`config.mk`:
```
export PLATFORM = sky130hd
export DESIGN_NAME = serpent_encrypt_core
export DESIGN_NICKNAME = d
export VERILOG_FILES = /design/src/rtl/serpent_encrypt_core.sv
export SDC_FILE = /design/constraint.sdc
export NUM_CORES = 2
export LEC_CHECK = 0
export CORE_UTILIZATION = 59
export CTS_BUF_LIST = sky130_fd_sc_hd__clkbuf_4
export DETAILED_ROUTE_END_ITERATION = 6
export PLACE_DENSITY = 0.84
export SYNTH_ARGS = -nofsm -noshare
export SYNTH_HDL_FRONTEND = slang
export SYNTH_SLANG_ARGS = --single-unit
```
`constraint.sdc`:
```
create_clock -name i_clk -period 5.7 [get_ports i_clk]
set_input_delay 1.14 -clock i_clk [delete_from_list [all_inputs] [get_ports i_clk]]
set_output_delay 1.14 -clock i_clk [all_outputs]
set_load 0.02 [all_outputs]
```
`src/rtl/serpent_encrypt_core.sv`:
```
// serpent_encrypt_core: iterative Serpent block encryption, one round per clock.
//
// The 128-bit state X is held as four 32-bit bitslice words. Word 0 is the least
// significant bit of each S-box nibble. Round keys are fetched from an external
// key-schedule store through o_key_index / i_key_word_*.
//
// Ports:
//   i_clk, i_rst          clock (rising edge), asynchronous active-high reset
//   i_valid, o_ready      plaintext handshake
//   i_data_word_0..3      plaintext bitslice words
//   o_key_index           subkey index requested (0..32 while running, else 0)
//   i_key_word_0..3       subkey K[o_key_index], valid combinationally
//   o_valid, i_ready      ciphertext handshake
//   o_data_word_0..3      ciphertext bitslice words (always the state register)
//
// Configuration macro: SERPENT_ENC_BACKTOBACK_EN
//   When defined, a new plaintext may be loaded on the same edge that the
//   ciphertext is consumed, skipping IDLE (one block per 34 cycles).
//   When undefined, every block returns through IDLE (one block per 35 cycles).
module serpent_encrypt_core (
  input  logic        i_clk,
  input  logic        i_rst,
  input  logic        i_valid,
  output logic        o_ready,
  input  logic [31:0] i_data_word_0,
  input  logic [31:0] i_data_word_1,
  input  logic [31:0] i_data_word_2,
  input  logic [31:0] i_data_word_3,
  output logic [5:0]  o_key_index,
  input  logic [31:0] i_key_word_0,
  input  logic [31:0] i_key_word_1,
  input  logic [31:0] i_key_word_2,
  input  logic [31:0] i_key_word_3,
  output logic        o_valid,
  input  logic        i_ready,
  output logic [31:0] o_data_word_0,
  output logic [31:0] o_data_word_1,
  output logic [31:0] o_data_word_2,
  output logic [31:0] o_data_word_3
);

  typedef enum logic [1:0] {StIdle, StRun, StDone} state_e;

  localparam logic [5:0] SboxOnlyRound = 6'd31;
  localparam logic [5:0] FinalKeyRound = 6'd32;

  // Forward S-boxes S0..S7, entry 0 in the top nibble.
  localparam logic [63:0] SboxTbl [8] = '{
    64'h38F1A65BED42709C,
    64'hFC27905A1BE86D34,
    64'h86793CAFD1E40B52,
    64'h0FB8C963D124A75E,
    64'h1F83C0B6254A9E7D,
    64'hF52B4A9C03E8D671,
    64'h72C5846BE91FD3A0,
    64'h1DF0E82B74CA9356
  };

  function automatic logic [31:0] rol32(input logic [31:0] x, input int unsigned n);
    return (x << n) | (x >> (32 - n));
  endfunction

  // Bitsliced S-box: bit i of words 3..0 forms nibble i.
  function automatic logic [127:0] sbox_fwd(input logic [2:0] idx, input logic [127:0] x);
    logic [127:0] y;
    logic [3:0]   nib;
    logic [63:0]  row;
    y = '0;
    for (int i = 0; i < 32; i++) begin
      nib = {x[96+i], x[64+i], x[32+i], x[i]};
      row = SboxTbl[idx] << {nib, 2'b00};
      {y[96+i], y[64+i], y[32+i], y[i]} = row[63:60];
    end
    return y;
  endfunction

  function automatic logic [127:0] lt_fwd(input logic [127:0] x);
    logic [31:0] a0, a1, a2, a3;
    a0 = rol32(x[31:0], 13);
    a2 = rol32(x[95:64], 3);
    a1 = x[63:32] ^ a0 ^ a2;
    a3 = x[127:96] ^ a2 ^ (a0 << 3);
    a1 = rol32(a1, 1);
    a3 = rol32(a3, 7);
    a0 = a0 ^ a1 ^ a3;
    a2 = a2 ^ a3 ^ (a1 << 7);
    a0 = rol32(a0, 5);
    a2 = rol32(a2, 22);
    return {a3, a2, a1, a0};
  endfunction

  state_e       r_state, w_state_next;
  logic [127:0] r_x, w_x_next;
  logic [5:0]   r_round, w_round_next;
  logic [127:0] w_key, w_plain, w_keyed, w_sboxed, w_mixed;

  assign w_key    = {i_key_word_3, i_key_word_2, i_key_word_1, i_key_word_0};
  assign w_plain  = {i_data_word_3, i_data_word_2, i_data_word_1, i_data_word_0};
  assign w_keyed  = r_x ^ w_key;
  // Round r uses S-box r mod 8; round 31 lands on S7 naturally.
  assign w_sboxed = sbox_fwd(r_round[2:0], w_keyed);
  assign w_mixed  = lt_fwd(w_sboxed);

  always_comb begin
    w_state_next = r_state;
    w_x_next     = r_x;
    w_round_next = r_round;
    o_ready      = 1'b0;
    o_valid      = 1'b0;
    o_key_index  = 6'd0;
    unique case (r_state)
      StIdle: begin
        o_ready = 1'b1;
        if (i_valid) begin
          w_x_next     = w_plain;
          w_round_next = 6'd0;
          w_state_next = StRun;
        end
      end
      StRun: begin
        o_key_index = r_round;
        if (r_round == FinalKeyRound) begin
          w_x_next     = w_keyed;
          w_state_next = StDone;
        end else begin
          w_x_next     = (r_round == SboxOnlyRound) ? w_sboxed : w_mixed;
          w_round_next = r_round + 6'd1;
        end
      end
      StDone: begin
        o_valid = 1'b1;
`ifdef SERPENT_ENC_BACKTOBACK_EN
        o_ready = i_ready;
        if (i_ready) begin
          w_round_next = 6'd0;
          if (i_valid) begin
            w_x_next     = w_plain;
            w_state_next = StRun;
          end else begin
            w_state_next = StIdle;
          end
        end
`else
        if (i_ready) begin
          w_round_next = 6'd0;
          w_state_next = StIdle;
        end
`endif
      end
      default: w_state_next = StIdle;
    endcase
  end

  always_ff @(posedge i_clk or posedge i_rst) begin
    if (i_rst) begin
      r_state <= StIdle;
      r_x     <= '0;
      r_round <= 6'd0;
    end else begin
      r_state <= w_state_next;
      r_x     <= w_x_next;
      r_round <= w_round_next;
    end
  end

  assign o_data_word_0 = r_x[31:0];
  assign o_data_word_1 = r_x[63:32];
  assign o_data_word_2 = r_x[95:64];
  assign o_data_word_3 = r_x[127:96];

endmodule

```
==> flow_metrics.py, run 1 <==
metrics = {
    "clock_tree": {
        "htreeDepth": 4,
        "cts_hold_buf": 0,
        "root_buffer": "clkbuf_4",
        "cts-resized-gates": 0,
        "cts_inserted_buffers": 17,
        "postCtsSetupRepairBufs": 0,
        "cts_num_sinks": 136,
        "clockBufferDepth": 2,
    },
    "synth": {
        "synth_edf_count": 0,
        "avgSynthCellArea_sq_um": 8.60,
        "ys.flop_type": "dfrtp_1",
        "seq_area_frac_synth_pct": 10.8,
        "synth_top_family_by_area": "multiplexers",
        "ys_top_cells_by_count": "mux4_2, nand2_1, nor2_1",
        "yosysTopAreaCell": "mux4_2",
        "synthXorXnorAreaFrac_pct": 14.6,
        "synthesis.instances": 3658,
        "syn_area_sq_mm": 0.0314,
        "synth-compound-area-share_pct": 24.0,
        "synth_nets": 3929,
        "post-synth-top-count-cell": "mux4_2",
        "synthMuxAreaShare_pct": 30.9,
        "ys_types": 102,
        "async_flop_share_pct": 100,
        "ys_warn_count": 0,
        "synthAdderAreaFrac_pct": 0.438,
        "yosys.area_share.simple_pct": 12.5,
        "ys_seq_elements": 136,
        "synth_top_area_share_pct": 26.3,
        "ys_top_cells_by_area": "mux4_2, dfrtp_1, xnor2_1",
    },
    "die": {
        "die_h_um": 233,
        "initial_core_util_pct": 59.7,
        "num_rows": 84,
        "io_pins": 396,
        "die_width_um": 233,
    },
    "global_routing": {
        "grt_usage_pct": 79.9,
        "grt_pass1_vias": 40500,
        "grt_pass1_wl_mm": 306,
        "overflow": 31,
        "grt_max_degree": 95,
    },
    "placement": {
        "place_congestion": 1.26,
        "port_buffers": 395,
        "dp_hpwl_mm": 146,
        "dpl_cell_area_sq_mm": 0.0385,
    },
    "outcome": {
        "lastStage": "global routing (5_1_grt)",
        "error_line": "[ERROR GRT-0116] Global routing finished with congestion. Check the congestion regions in the DRC Viewer.",
        "status": "aborted with a tool error",
    },
}
==> cells by family after synthesis <==
kind of cell             Yosys count
AO/OA/AOI/OAI                   1109
XOR/XNOR                         481
adder cells (fa/ha/maj)           11
buffers and inverters            502
flip-flops                       136
multiplexers                     503
AND/OR/NAND/NOR                  916
==> per-layer routing <==
metal,track usage [%],overflow
met4,74.2,23
met5,44.7,0
met2,92.4,8
met1,81.8,0
met3,68.9,0
==> metrics by stage <==
| step | std cells | utilization [%] | hold slack, ns | worst slack [ns] |
|---|---|---|---|---|
| CTS | 4808 | 73.7 | 0.558 | 0.826 |
| floorplan | 3658 | - | 0.559 | 0.921 |
| global placement | 4777 | 73.1 | 0.520 | 0.615 |
| detailed placement | 4777 | 73.1 | 0.532 | 0.594 |
==> run 2: changes to the inputs <==
CORE_UTILIZATION = 40   (was 59)
CTS_BUF_LIST = unset   (was sky130_fd_sc_hd__clkbuf_4)
PLACE_DENSITY = unset   (was 0.84)
PLACE_DENSITY_LB_ADDON = 0.15   (was unset)
==> run 2 against run 1 <==
The flow now finishes, with violations (design-rule violations, max-capacitance violations, max-slew violations, negative setup slack). Synthesized area did not move. Synthesized cell count did not move.
==> flow_metrics.py, run 2 <==
metrics = {
    "outcome": {
        "status": "finished with violations",
        "failed_checks": "design-rule violations, max-capacitance violations, max-slew violations, negative setup slack",
    },
    "timing": {
        "fin_skew_ns": 0.0298,
        "fin_crit_sh_pct": 100,
        "finalCriticalPeriod_ns": 5.71,
        "setup_ws_ns": -0.00602,
        "rsz0062_at_grt": "false",
        "holdWs_ns": 0.554,
        "hold_violations": 0,
        "clock.fmax_mhz": 175,
        "fin_setup_tns_ns": -0.00602,
        "slew_headroom_pct": -3.06,
        "tightest_slew_ns": 1.54,
        "setup_violations": 1,
        "maxSlewViolCount": 11,
    },
    "route": {
        "routedWlPerCell_um": 46.0,
        "dr_total_vias": 40300,
        "drtIter0Drc": 7858,
        "first_pass_iters": 7,
        "vias_per_cell": 7.78,
        "wl_mm": 238,
        "drc": 17,
        "ant_nets": 0,
    },
    "global_routing": {
        "grt_max_degree": 94,
        "grtUsageMet2_pct": 80.5,
        "grt_util_met3_pct": 30.3,
        "grt_pass1_wl_mm": 316,
        "grt_pass1_vias": 36200,
        "grt_most_used_layer": "met2",
        "grt_usage_pct": 58.6,
        "overflow": 0,
        "gr-usage-met1_pct": 65.2,
        "antenna_found_initial": 19,
    },
    "cells_and_area": {
        "largest_register_ff_count": 128,
        "fin_nets": 4380,
        "stdcell_area_sq_mm": 0.0398,
        "layout_common_cells": "buf_4, clkdlybuf4s50_1, mux4_2",
        "area.growth.synth_to_final_pct": 26.6,
        "regMostFlops": "r_x",
        "layout_commonest_cell": "buf_4",
        "drive_gt1_share_pct": 25.1,
        "reg_top3": "r_x (128), r_round (6), r_state (2)",
        "final_cells": 5175,
    },
    "die": {
        "die_width_um": 282,
        "io_pins": 396,
        "die_h_um": 282,
        "core_sq_mm": 0.0776,
        "die-area_sq_mm": 0.0797,
        "initial_core_util_pct": 40.5,
        "num_rows": 102,
    },
    "worst_setup_path": {
        "critPathArrivalTime_ns": 6.07,
        "crit_slowest_cell": "o21ai_1",
        "crit_path_cell_trace": "buf_4, nor2b_2, nor2_1, buf_4, a211oi_1, a21oi_1, o21ai_1, xor2_1, xnor2_1, xor2_1, mux2i_1, a21oi_1",
        "cp_num_buf_inv": 2,
        "cp-end-kind": "flop",
        "cp_top_family": "compound AO/OA/AOI/OAI gates",
        "crit_path_max_incr_delay_ns": 1.14,
        "crit_type": "flop to flop",
        "crit_fanout": 19,
        "start_kind": "flop",
        "worstPathRequired_ns": 6.06,
    },
    "clock_tree": {
        "cts-resized-gates": 0,
        "root_buffer": "clkbuf_16",
        "cts_tree": "built",
        "postCtsSetupRepairBufs": 0,
        "insertion_delay_ns": 0.53,
        "cts_num_sinks": 136,
        "cts_inserted_buffers": 17,
        "clockBufferDepth": 2,
        "cts_hold_buf": 0,
        "htreeDepth": 4,
        "clk_pin_slew_ns": 0.10,
    },
    "synth": {
        "ys_seq_elements": 136,
        "ys_warn_count": 0,
        "async_flop_share_pct": 100,
        "synth_edf_count": 0,
        "post-synth-top-count-cell": "mux4_2",
        "synth_nets": 3929,
        "seq_area_frac_synth_pct": 10.8,
        "ys_top_cells_by_count": "mux4_2, nand2_1, nor2_1",
        "syn_area_sq_mm": 0.0314,
        "avgSynthCellArea_sq_um": 8.60,
        "ys_top_cells_by_area": "mux4_2, dfrtp_1, xnor2_1",
        "ys.flop_type": "dfrtp_1",
        "synth_top_area_share_pct": 26.3,
        "synthesis.instances": 3658,
        "yosysTopAreaCell": "mux4_2",
        "ys_types": 102,
    },
    "min_path": {
        "hold_path.class": "flop to flop",
    },
    "placement": {
        "dp_hpwl_mm": 172,
        "place_congestion": 1.14,
        "dpl_cell_area_sq_mm": 0.0392,
        "placedCellCount": 5130,
        "port_buffers": 395,
    },
    "flow_run": {
        "cap_violations": 3,
    },
}
==> run 2: cell counts after synthesis <==
No cell type changed its count.
==> run 2: worst paths after layout <==
kind | startpoint | slack (ns) | to | cells past startpoint
max | r_round[0] | -0.006 | r_x[68] | 12
min | r_x[79] | 0.55 | r_x[79] | 2
max reg2reg | r_round[0] | -0.006 | r_x[68] | 12
min reg2reg | r_x[79] | 0.55 | r_x[79] | 2
max in group asynchronous | i_rst | 3.50 | r_x[22] | 3
min in group asynchronous | i_rst | 1.25 | r_state[0] | 2
==> run 2: cells by family after synthesis <==
logic type / after synthesis / share of synthesized area, %
adders and majority gates: 11 / 0.438
AOI/OAI and AO/OA: 1109 / 24.0
muxes: 503 / 30.9
buffers and inverters: 502 / 6.76
xor gates and xnor gates: 481 / 14.6
and+or+nand+nor: 916 / 12.5
DFF: 136 / 10.8
==> run 2: cell type report <==
| cell class | count | area, sq um |
|---|---|---|
| clock buffer | 18 | 429 |
| fill | 7574 | 37800 |
| sequential | 136 | 3410 |
| antenna | 13 | 32.5 |
| multi-input combinational | 3020 | 26400 |
| tap | 1040 | 1300 |
| timing repair buffer | 874 | 7860 |
| clock inverter | 14 | 188 |
| inverter | 60 | 230 |
==> run 2: metal layers <==
layer | wire length, um | vias to the layer above | part of all wire (%)
met1 | 76000 | 19600 | 32
met5 | 273 | - | 0.11
met4 | 29100 | 16 | 12
met2 | 93400 | 4319 | 39
met3 | 39000 | 1428 | 16
li1 | - | 14900 | -
==> run 2: stage by stage <==
step	setup WS [ns]	utilization [%]
after floorplan	0.921	-
after global placement	0.351	50.5
after detailed placement	0.411	50.5
after CTS	0.534	51.3
after global routing	0.0906	51.3
final	-0.00602	51.3
==> run 2: worst reg2reg max path: stages, from the launching register on <==
cell and delay [ns]:
dfrtp_1 0.60, buf_4 0.46, nor2b_2 0.99, nor2_1 0.15, buf_4 0.25, a211oi_1 0.24, a21oi_1 0.09, o21ai_1 1.14
xor2_1 0.19, xnor2_1 0.35, xor2_1 0.21, mux2i_1 0.69, a21oi_1 0.17
Power of run 2 is left out: the tool's default activity adds up to more than one toggle a clock period on the data nets, which glitch-free logic cannot reach.
